==> config.mk <==
export PLATFORM = sky130hd
export DESIGN_NAME = exec_step_controller
export DESIGN_NICKNAME = d
export VERILOG_FILES = /design/src/rtl/exec_step_controller.sv
export SDC_FILE = /design/constraint.sdc
export NUM_CORES = 1
export LEC_CHECK = 0
export CAP_MARGIN = 10
export CORE_UTILIZATION = 47
export CTS_BUF_LIST = sky130_fd_sc_hd__clkbuf_4 sky130_fd_sc_hd__clkbuf_8
export DETAILED_ROUTE_END_ITERATION = 16
export PLACE_DENSITY = 0.82
export SLEW_MARGIN = 30
export SYNTH_ARGS = -nofsm -noshare
export SYNTH_HDL_FRONTEND = slang
export SYNTH_SLANG_ARGS = --single-unit
==> constraint.sdc <==
create_clock -name clk -period 2.9 [get_ports clk]
set_input_delay 0.435 -clock clk [delete_from_list [all_inputs] [get_ports clk]]
set_output_delay 0.435 -clock clk [all_outputs]
set_load 0.01 [all_outputs]
==> src/rtl/exec_step_controller.sv <==
// rtl/exec_step_controller.sv - run/halt/single-step sequencer for the single-cycle MIPS datapath
//
// Debounces the run and step push buttons and drives cpu_en, the commit enable
// for the PC register, register-file write and data-memory write. One cpu_en
// cycle retires exactly one instruction. RUN stops in front of a BREAK
// instruction (opcode 0, funct 0x0D); resuming commits that BREAK once.
//
// Optional feature macro: HW_BREAKPOINT_EN adds bp_addr and also stops RUN when
// pc == bp_addr.
//
// Ports:
//   clk          system clock
//   reset        asynchronous, active-high reset
//   btn_run      raw run/stop button (asynchronous, active-high)
//   btn_step     raw single-step button (asynchronous, active-high)
//   pc           current PC from the datapath
//   instr        instruction at pc (combinational imem read)
//   bp_addr      breakpoint address (HW_BREAKPOINT_EN only)
//   cpu_en       commit enable to the datapath
//   halted       1 in HALT or BRK
//   state        00 HALT, 01 RUN, 10 STEP, 11 BRK
//   retire_count instructions committed since reset, wraps

module exec_step_controller #(
    parameter int DB_COUNT = 50000,
    parameter int DB_W     = 16,
    parameter int CNT_W    = 16
) (
    input  logic             clk,
    input  logic             reset,
    input  logic             btn_run,
    input  logic             btn_step,
    input  logic [31:0]      pc,
    input  logic [31:0]      instr,
`ifdef HW_BREAKPOINT_EN
    input  logic [31:0]      bp_addr,
`endif
    output logic             cpu_en,
    output logic             halted,
    output logic [1:0]       state,
    output logic [CNT_W-1:0] retire_count
);

    localparam logic [1:0] S_HALT = 2'b00;
    localparam logic [1:0] S_RUN  = 2'b01;
    localparam logic [1:0] S_STEP = 2'b10;
    localparam logic [1:0] S_BRK  = 2'b11;

    localparam int BTN_RUN  = 0;
    localparam int BTN_STEP = 1;

    localparam logic [DB_W-1:0] DB_LAST = DB_W'(DB_COUNT - 1);

    // Button path: index 0 = run, index 1 = step.
    logic [1:0]      raw;
    logic [1:0]      sync1;
    logic [1:0]      sync2;
    logic [1:0]      level;
    logic [DB_W-1:0] db_cnt [2];
    logic [1:0]      press;

    assign raw = {btn_step, btn_run};

    always_ff @(posedge clk or posedge reset) begin
        if (reset) begin
            sync1 <= 2'b00;
            sync2 <= 2'b00;
            level <= 2'b00;
            for (int i = 0; i < 2; i++) begin
                db_cnt[i] <= '0;
            end
        end else begin
            sync1 <= raw;
            sync2 <= sync1;
            for (int i = 0; i < 2; i++) begin
                if (sync2[i] == level[i]) begin
                    db_cnt[i] <= '0;
                end else if (db_cnt[i] == DB_LAST) begin
                    level[i]  <= ~level[i];
                    db_cnt[i] <= '0;
                end else begin
                    db_cnt[i] <= db_cnt[i] + DB_W'(1);
                end
            end
        end
    end

    // The pulse is the decode of the upcoming 0->1 flip, so the FSM acts on the
    // same edge that updates the accepted level. Release flips never pulse.
    always_comb begin
        press = 2'b00;
        for (int i = 0; i < 2; i++) begin
            press[i] = sync2[i] && !level[i] && (db_cnt[i] == DB_LAST);
        end
    end

    logic run_p;
    logic step_p;

    assign run_p  = press[BTN_RUN];
    assign step_p = press[BTN_STEP];

    // Break detection. skip masks the stop for the first RUN cycle after a
    // resume so the instruction we stopped in front of is committed once.
    logic skip;
    logic is_break;
    logic brk_hit;

    assign is_break = (instr[31:26] == 6'd0) && (instr[5:0] == 6'h0D);

`ifdef HW_BREAKPOINT_EN
    assign brk_hit = (is_break || (pc == bp_addr)) && !skip;

    logic unused_instr;
    assign unused_instr = ^instr[25:6];
`else
    assign brk_hit = is_break && !skip;

    logic unused_inputs;
    assign unused_inputs = ^{instr[25:6], pc};
`endif

    logic [1:0] next_state;
    logic       next_skip;

    always_comb begin
        next_state = state;
        next_skip  = skip;
        cpu_en     = 1'b0;
        case (state)
            S_HALT: begin
                if (run_p) begin
                    next_state = S_RUN;
                end else if (step_p) begin
                    next_state = S_STEP;
                end
            end
            S_RUN: begin
                cpu_en    = !brk_hit;
                next_skip = 1'b0;
                if (run_p) begin
                    next_state = S_HALT;
                end else if (brk_hit) begin
                    next_state = S_BRK;
                end
            end
            S_STEP: begin
                cpu_en     = 1'b1;
                next_state = S_HALT;
            end
            S_BRK: begin
                if (run_p) begin
                    next_state = S_RUN;
                    next_skip  = 1'b1;
                end else if (step_p) begin
                    next_state = S_STEP;
                end
            end
            default: begin
                next_state = S_HALT;
            end
        endcase
    end

    always_ff @(posedge clk or posedge reset) begin
        if (reset) begin
            state        <= S_HALT;
            skip         <= 1'b0;
            retire_count <= '0;
        end else begin
            state        <= next_state;
            skip         <= next_skip;
            retire_count <= retire_count + {{(CNT_W-1){1'b0}}, cpu_en};
        end
    end

    assign halted = (state == S_HALT) || (state == S_BRK);

endmodule

==> impl_metrics.tcl, run 1 <==
set metrics [dict create \
    clock-sinks 57 \
    routed_wl_um 4960 \
    synth-xor-area-share_pct 13.7 \
    fp-row-count 27 \
    cts_root_buffer "clkbuf_8" \
    cts_made_buffers 9 \
    powerDensity_mw_per_mm2 654 \
    synth_area_sq_mm 0.00268 \
    grt_usage_pct 18.7 \
    die_x_um 77.6 \
    die_y_um 77.6 \
    yosys.area_share.simple_pct 21.9 \
    synthToLayoutAreaGrowth_pct 24.6 \
    place_inst 366 \
    hold_depth 0 \
    grt_pass1_wl_um 8760 \
    antenna_cells 0 \
    setup.worst_path.start_class "input pin" \
    htree_levels 3 \
    gp_congestion 0.837 \
    crit_path_max_fanout 2 \
    dr.pass1.iters 4 \
    ys_seq_elements 57 \
    status "completed" \
    drv_slew 0 \
    layout_commonest_cell "dfrtp_1" \
    required_ns 2.47 \
    antenna_left 0 \
    post_synth_mux_area_share_pct 0 \
    crit_type "input pin to primary output" \
    seq_area_frac_synth_pct 53.2 \
    portBuffers 35 \
    cp.arrival_ns 2.29 \
    clock.fmax_mhz 367 \
    die_area_sq_mm 0.00601 \
    hold_violations 0 \
    dpl_cell_area_sq_mm 0.00313 \
    tightest_slew_ns 0.779 \
    fin_nets 383 \
    vias_per_cell 5.19 \
    io_pins 88 \
    syn_nets 335 \
    setup_tns_ns 0 \
    synth_area_leader_cell "dfrtp_1" \
    relSlewSlack_pct 47.6 \
    cts_post_setup_buffers_inserted 0 \
    end_kind "primary output" \
    grt_remaining_overflow 0 \
    hp-class "register to register" \
    netlist_instances 257 \
    yosys_most_used_dff "dfrtp_1" \
    detailed_place_hpwl_um 3440 \
    vdd_drop_max_mv 0.403 \
    synth_fa_ha_area_share_pct 4.66 \
    initial_core_util_pct 48.7 \
    cts_tree "yes" \
    grt_max_degree 24 \
    reg2reg_depth 9 \
    syn_avg_cell_area_sq_um 10.4 \
    drive_gt1_share_pct 8.39 \
    cts.path.max_buffers 2 \
    clk_pin_slew_ns 0.07 \
    routedWlPerCell_um 13.0 \
    async_flop_share_pct 100 \
    rsz0062_at_grt "no" \
    drc 0 \
    fin_crit_sh_pct 94.0 \
    power_leakage_nw 1.46 \
    dr_total_vias 1981 \
    drv_cap 0 \
    final_cell_mix "57 x dfrtp_1, 45 x nor2_1, 34 x clkdlybuf4s50_1" \
    fill_cells 445 \
    synthTopCellsByArea "dfrtp_1 53%, xnor2_1 7.2%, xor2_1 6.5%" \
    synth-compound-area-share_pct 3.17 \
    clk_latency_ns 0.34 \
    timing.hold.ws_ns 0.357 \
    grt_pass1_vias 2019 \
    period_minus_slack_ns 2.73 \
    ys_warn_count 0 \
    synth_top_area_share_pct 53.2 \
    drt_iter0_markers 71 \
    fin_util_pct 60.7 \
    final_cells 382 \
    core_sq_mm 0.00551 \
    antenna_found_initial 0 \
    synth_top_family_by_area "simple AND/OR/NAND/NOR gates" \
    synth_edf_count 0 \
    setup_viol 0 \
    ys_types 35 \
    clock_skew_ns 0.00799 \
    final_area_sq_mm 0.00334 \
]
[cells in the mapped netlist (3+ instances only)]
| library cell | number |
|---|---|
| nor4b_1 | 3 |
| xnor2_1 | 22 |
| nor3_1 | 6 |
| a21oi_1 | 3 |
| and3_1 | 5 |
| nor2_1 | 45 |
| inv_1 | 14 |
| ha_1 | 10 |
| o21ai_0 | 3 |
| dfrtp_1 | 57 |
| or3_1 | 3 |
| xor2_1 | 20 |
| nand2_1 | 18 |
| nand3_1 | 14 |
| nand4_1 | 11 |
[cell type report]
class                           count  area (sq um)  area share [%]
Inverter                           14          52.6            1.57
Tap cell                           72          90.1            2.69
Timing Repair Buffer               41           394            11.8
Sequential cell                    57          1430            42.7
Clock buffer                       12           165            4.94
Multi-Input combinational cell    182          1160            34.8
Clock inverter                      4          50.0            1.50
[flip-flops by register name (all words and copies together), names as in the netlist]
name and cells:
retire_count 16, db_cnt 32, state 2, skip 1, sync2 2, level 2
sync1 2
[critical path: stages]
cell and delay [ns]:
clkdlybuf4s50_1 0.40, or4_1 0.52, o41a_1 0.39, nor2_1 0.09
nor2_1 0.06, buf_4 0.13, dlygate4sd2_1 0.27
[worst paths after layout]
check	from	end	slack [ns]
worst max-delay path	instr[29]	cpu_en	0.17
worst min-delay path	sync1[1]	sync2[1]	0.36
worst max register to register	state[0]	retire_count[14]	0.58
worst min register to register	sync1[1]	sync2[1]	0.36
max in group asynchronous	reset	db_cnt[6]	1.82
min in group asynchronous	reset	db_cnt[3]	0.43
[through the flow]
stage / worst slack, ns / power [mW]
after floorplan: 0.402 / 1.17
after global placement: -0.0903 / 1.41
after detailed placement: -0.120 / 1.42
after CTS: 0.150 / 2.20
after global routing: 0.0714 / 2.30
final: 0.173 / 2.18
[cells by family (layout without fill, tap and decap cells)]
logic type,count (synthesis),in the layout
AO/OA/AOI/OAI,12,12
XOR/XNOR,42,42
adder cells (fa/ha/maj),10,10
buffers and inverters,18,71
flip-flops,57,57
AND/OR/NAND/NOR,118,118
[repair_timing]
action | CTS | global route
resized for setup | 1 | 0
hold endpoints to repair | 0 | 0
hold buffers | 0 | 0
endpoints found under the setup margin | 1 | 0
[per-layer routing]
layer  vias up  part of all wire [%]  GRT usage [%]
met2        46                    49           30.1
met1       966                    44           22.9
met5         -                     0              0
li1        962                     -              -
met4         0                   1.8           7.74
met3         7                   5.4           6.35
[power by group]
| group | leakage [nW] | switching [mW] | internal [mW] |
|---|---|---|---|
| sequential | 0.759 | 0.0723 | 0.862 |
| combinational | 0.594 | 0.207 | 0.259 |
| clock | 0.105 | 0.319 | 0.465 |
Power figures use the tool's default switching activity.
==> inputs of run 2 (changes only) <==
- PLACE_DENSITY: 0.82 -> 0.83
- clock period: 2.9 -> 2.85 ns (I/O delays scaled with it)
==> run 2 against run 1 <==
Net effect: non-clock buffer count decreased by 1; global-route usage rose by 0.17 points; largest power group unchanged; sequential cell count did not move; utilization decreased by 0.32 points; worst setup slack better by 0.0053 ns; final area decreased by 0.52%; register-to-register slack about the same; routed wire length up 0.20%; clock skew decreased by 0.0017 ns; sequential power increased by 2.2%.
==> impl_metrics.tcl, run 2 (synthesis results as in run 1) <==
set metrics [dict create \
    largest_register_ffs 32 \
    hp-class "register to register" \
    cp-endpoint "cpu_en" \
    cp_cell_sequence "clkdlybuf4s50_1 -> or4_1 -> o41a_1 -> nor2_1 -> nor2_1 -> dlygate4sd2_1" \
    final_cell_mix "57 x dfrtp_1, 45 x nor2_1, 34 x clkdlybuf4s50_1" \
    portBuffers 35 \
    top_regs "db_cnt x32, retire_count x16" \
    grt_remaining_overflow 0 \
    grt_max_degree 28 \
    initial_core_util_pct 48.7 \
    htree_levels 3 \
    tightest_slew_ns 0.808 \
    end_kind "primary output" \
    grt_pass1_vias 1931 \
    drt_iter0_markers 100 \
    fin_crit_sh_pct 93.8 \
    cp.depth 6 \
    gp_congestion 0.830 \
    core_sq_mm 0.00551 \
    cts_post_setup_buffers_inserted 0 \
    reg2reg_depth 11 \
    io_pins 88 \
    regMostFlops "db_cnt" \
    drive_gt1_share_pct 8.41 \
    fill_cells 459 \
    setup.worst_path.start_class "input pin" \
    path_delay_family "simple AND/OR/NAND/NOR gates" \
    grt_pass1_wl_um 8710 \
    pwr-share-clk_pct 34.7 \
    relSlewSlack_pct 45.7 \
    layout_commonest_cell "dfrtp_1" \
    power_leakage_nw 1.46 \
    drv_cap 0 \
    comb_power_share_pct 21.4 \
    hold_violations 0 \
    register_area_sq_mm 0.00143 \
    vias_per_cell 5.18 \
    grt_usage_pct 18.9 \
    routed_wl_um 4970 \
    reg2reg_to "retire_count[14]" \
    antenna_left 0 \
    timing.hold.ws_ns 0.348 \
    cts_hold_buf 0 \
    final_area_sq_mm 0.00333 \
    dr.pass1.iters 4 \
    die_y_um 77.6 \
    cp_common_cell "nor2_1" \
    cp_num_buf_inv 2 \
    required_ns 2.42 \
    period_minus_slack_ns 2.67 \
    clock.fmax_mhz 374 \
    rsz0062_at_grt "no" \
    power_switching_uw 591 \
    multi_input_area_sq_mm 0.00117 \
    r2r_start "state[1]" \
    antenna_cells 0 \
    clock-sinks 57 \
    cp.arrival_ns 2.24 \
    die_x_um 77.6 \
    cts_made_buffers 9 \
    cts_root_buffer "clkbuf_8" \
    clk_latency_ns 0.33 \
    antenna_found_initial 0 \
    hold_depth 0 \
    powerDensity_mw_per_mm2 654 \
    vdd_drop_max_mv 0.446 \
    crit_path_start "instr[29]" \
    routedWlPerCell_um 13.0 \
    detailed_place_hpwl_um 3420 \
    cts_tree "yes" \
    setup_tns_ns 0 \
    r2r_slack_ns 0.59 \
    swShare_pct 27.2 \
    dr_total_vias 1973 \
    setup_viol 0 \
    power.internal_mw 1.58 \
    status "completed" \
    clk_pin_slew_ns 0.06 \
    fp-row-count 27 \
    crit_type "input pin to primary output" \
    slowest_stage "or4_1" \
    cp_slowest_stage_delay_ns 0.54 \
    dpl_cell_area_sq_mm 0.00312 \
    clock_skew_ns 0.00628 \
    pwr-share-seq_pct 43.9 \
    drv_slew 0 \
    synthToLayoutAreaGrowth_pct 24.0 \
    cts.path.max_buffers 2 \
    drc 0 \
    crit_path_max_fanout 2 \
    die_area_sq_mm 0.00601 \
    fin_nets 382 \
]
## run 2: cell types whose count changed in the layout (fill, tap and decap cells not counted), sizes merged
| cell | delta |
|---|---|
| clkinv | +1 |
| clkinvlp | -2 |
| clkbuf | +1 |
| buf | -1 |
## run 2: final cells by class
class | count | area share [%]
sequential | 57 | 42.9
multi-input combinational | 182 | 35.2
timing repair buffer | 40 | 11.6
clock buffer | 13 | 4.82
tap | 72 | 2.71
inverter | 14 | 1.58
clock inverter | 3 | 1.20
## run 2: what timing repair did
action | 4_1_cts | 5_1_grt
hold endpoints to repair | 0 | 0
pin swaps | 0 | 0
gates resized for setup | 1 | 1
setup endpoints to repair | 1 | 2
cloned | 0 | 0
## run 2: how the worst min path moves through the flow
stage	from	endpoint	slack, ns
2_1_floorplan	sync1[0]	sync2[0]	0.33
3_3_place_gp	sync1[1]	sync2[1]	0.34
3_5_place_dp	sync1[0]	sync2[0]	0.33
4_1_cts	sync1[0]	sync2[0]	0.35
5_1_grt	sync1[0]	sync2[0]	0.36
6_report	sync1[0]	sync2[0]	0.35
## run 2: power groups by stage
| stage | clock network (mW) | logic (mW) | registers, mW |
|---|---|---|---|
| CTS | 0.774 | 0.472 | 0.954 |
| detailed placement | 0 | 0.475 | 0.968 |
| global route | 0.805 | 0.512 | 0.968 |
| finish | 0.754 | 0.466 | 0.955 |
| floorplan | 0 | 0.206 | 0.980 |
| global placement | 0 | 0.462 | 0.963 |
## run 2: per-stage QoR
stage / std cells / util [%] / power, mW / setup slack, ns
after CTS: 381 / 60.3 / 2.20 / 0.120
after detailed placement: 365 / 56.7 / 1.44 / -0.215
after global routing: 381 / 60.4 / 2.29 / 0.0766
after floorplan: 257 / - / 1.19 / 0.360
after global placement: 365 / 56.7 / 1.42 / -0.181
final: 381 / 60.4 / 2.18 / 0.178
## run 2: worst register-to-register path: stages, from the launching register on
cell	delay, ns
dfrtp_1	0.42
inv_1	0.11
ha_1	0.18
o41a_1	0.19
nor2_1	0.06
nor2_1	0.14
ha_1	0.24
ha_1	0.21
nand3_2	0.15
nor2_1	0.17
nand4_1	0.13
xnor2_1	0.15
## run 2: routing by layer
metal	vias to the layer above	global-route usage, %	routed length [um]
li1	958	-	-
met1	953	22.8	2180
met2	51	31.1	2410
met3	11	3.76	240
met4	0	11.3	131
met5	-	0	0
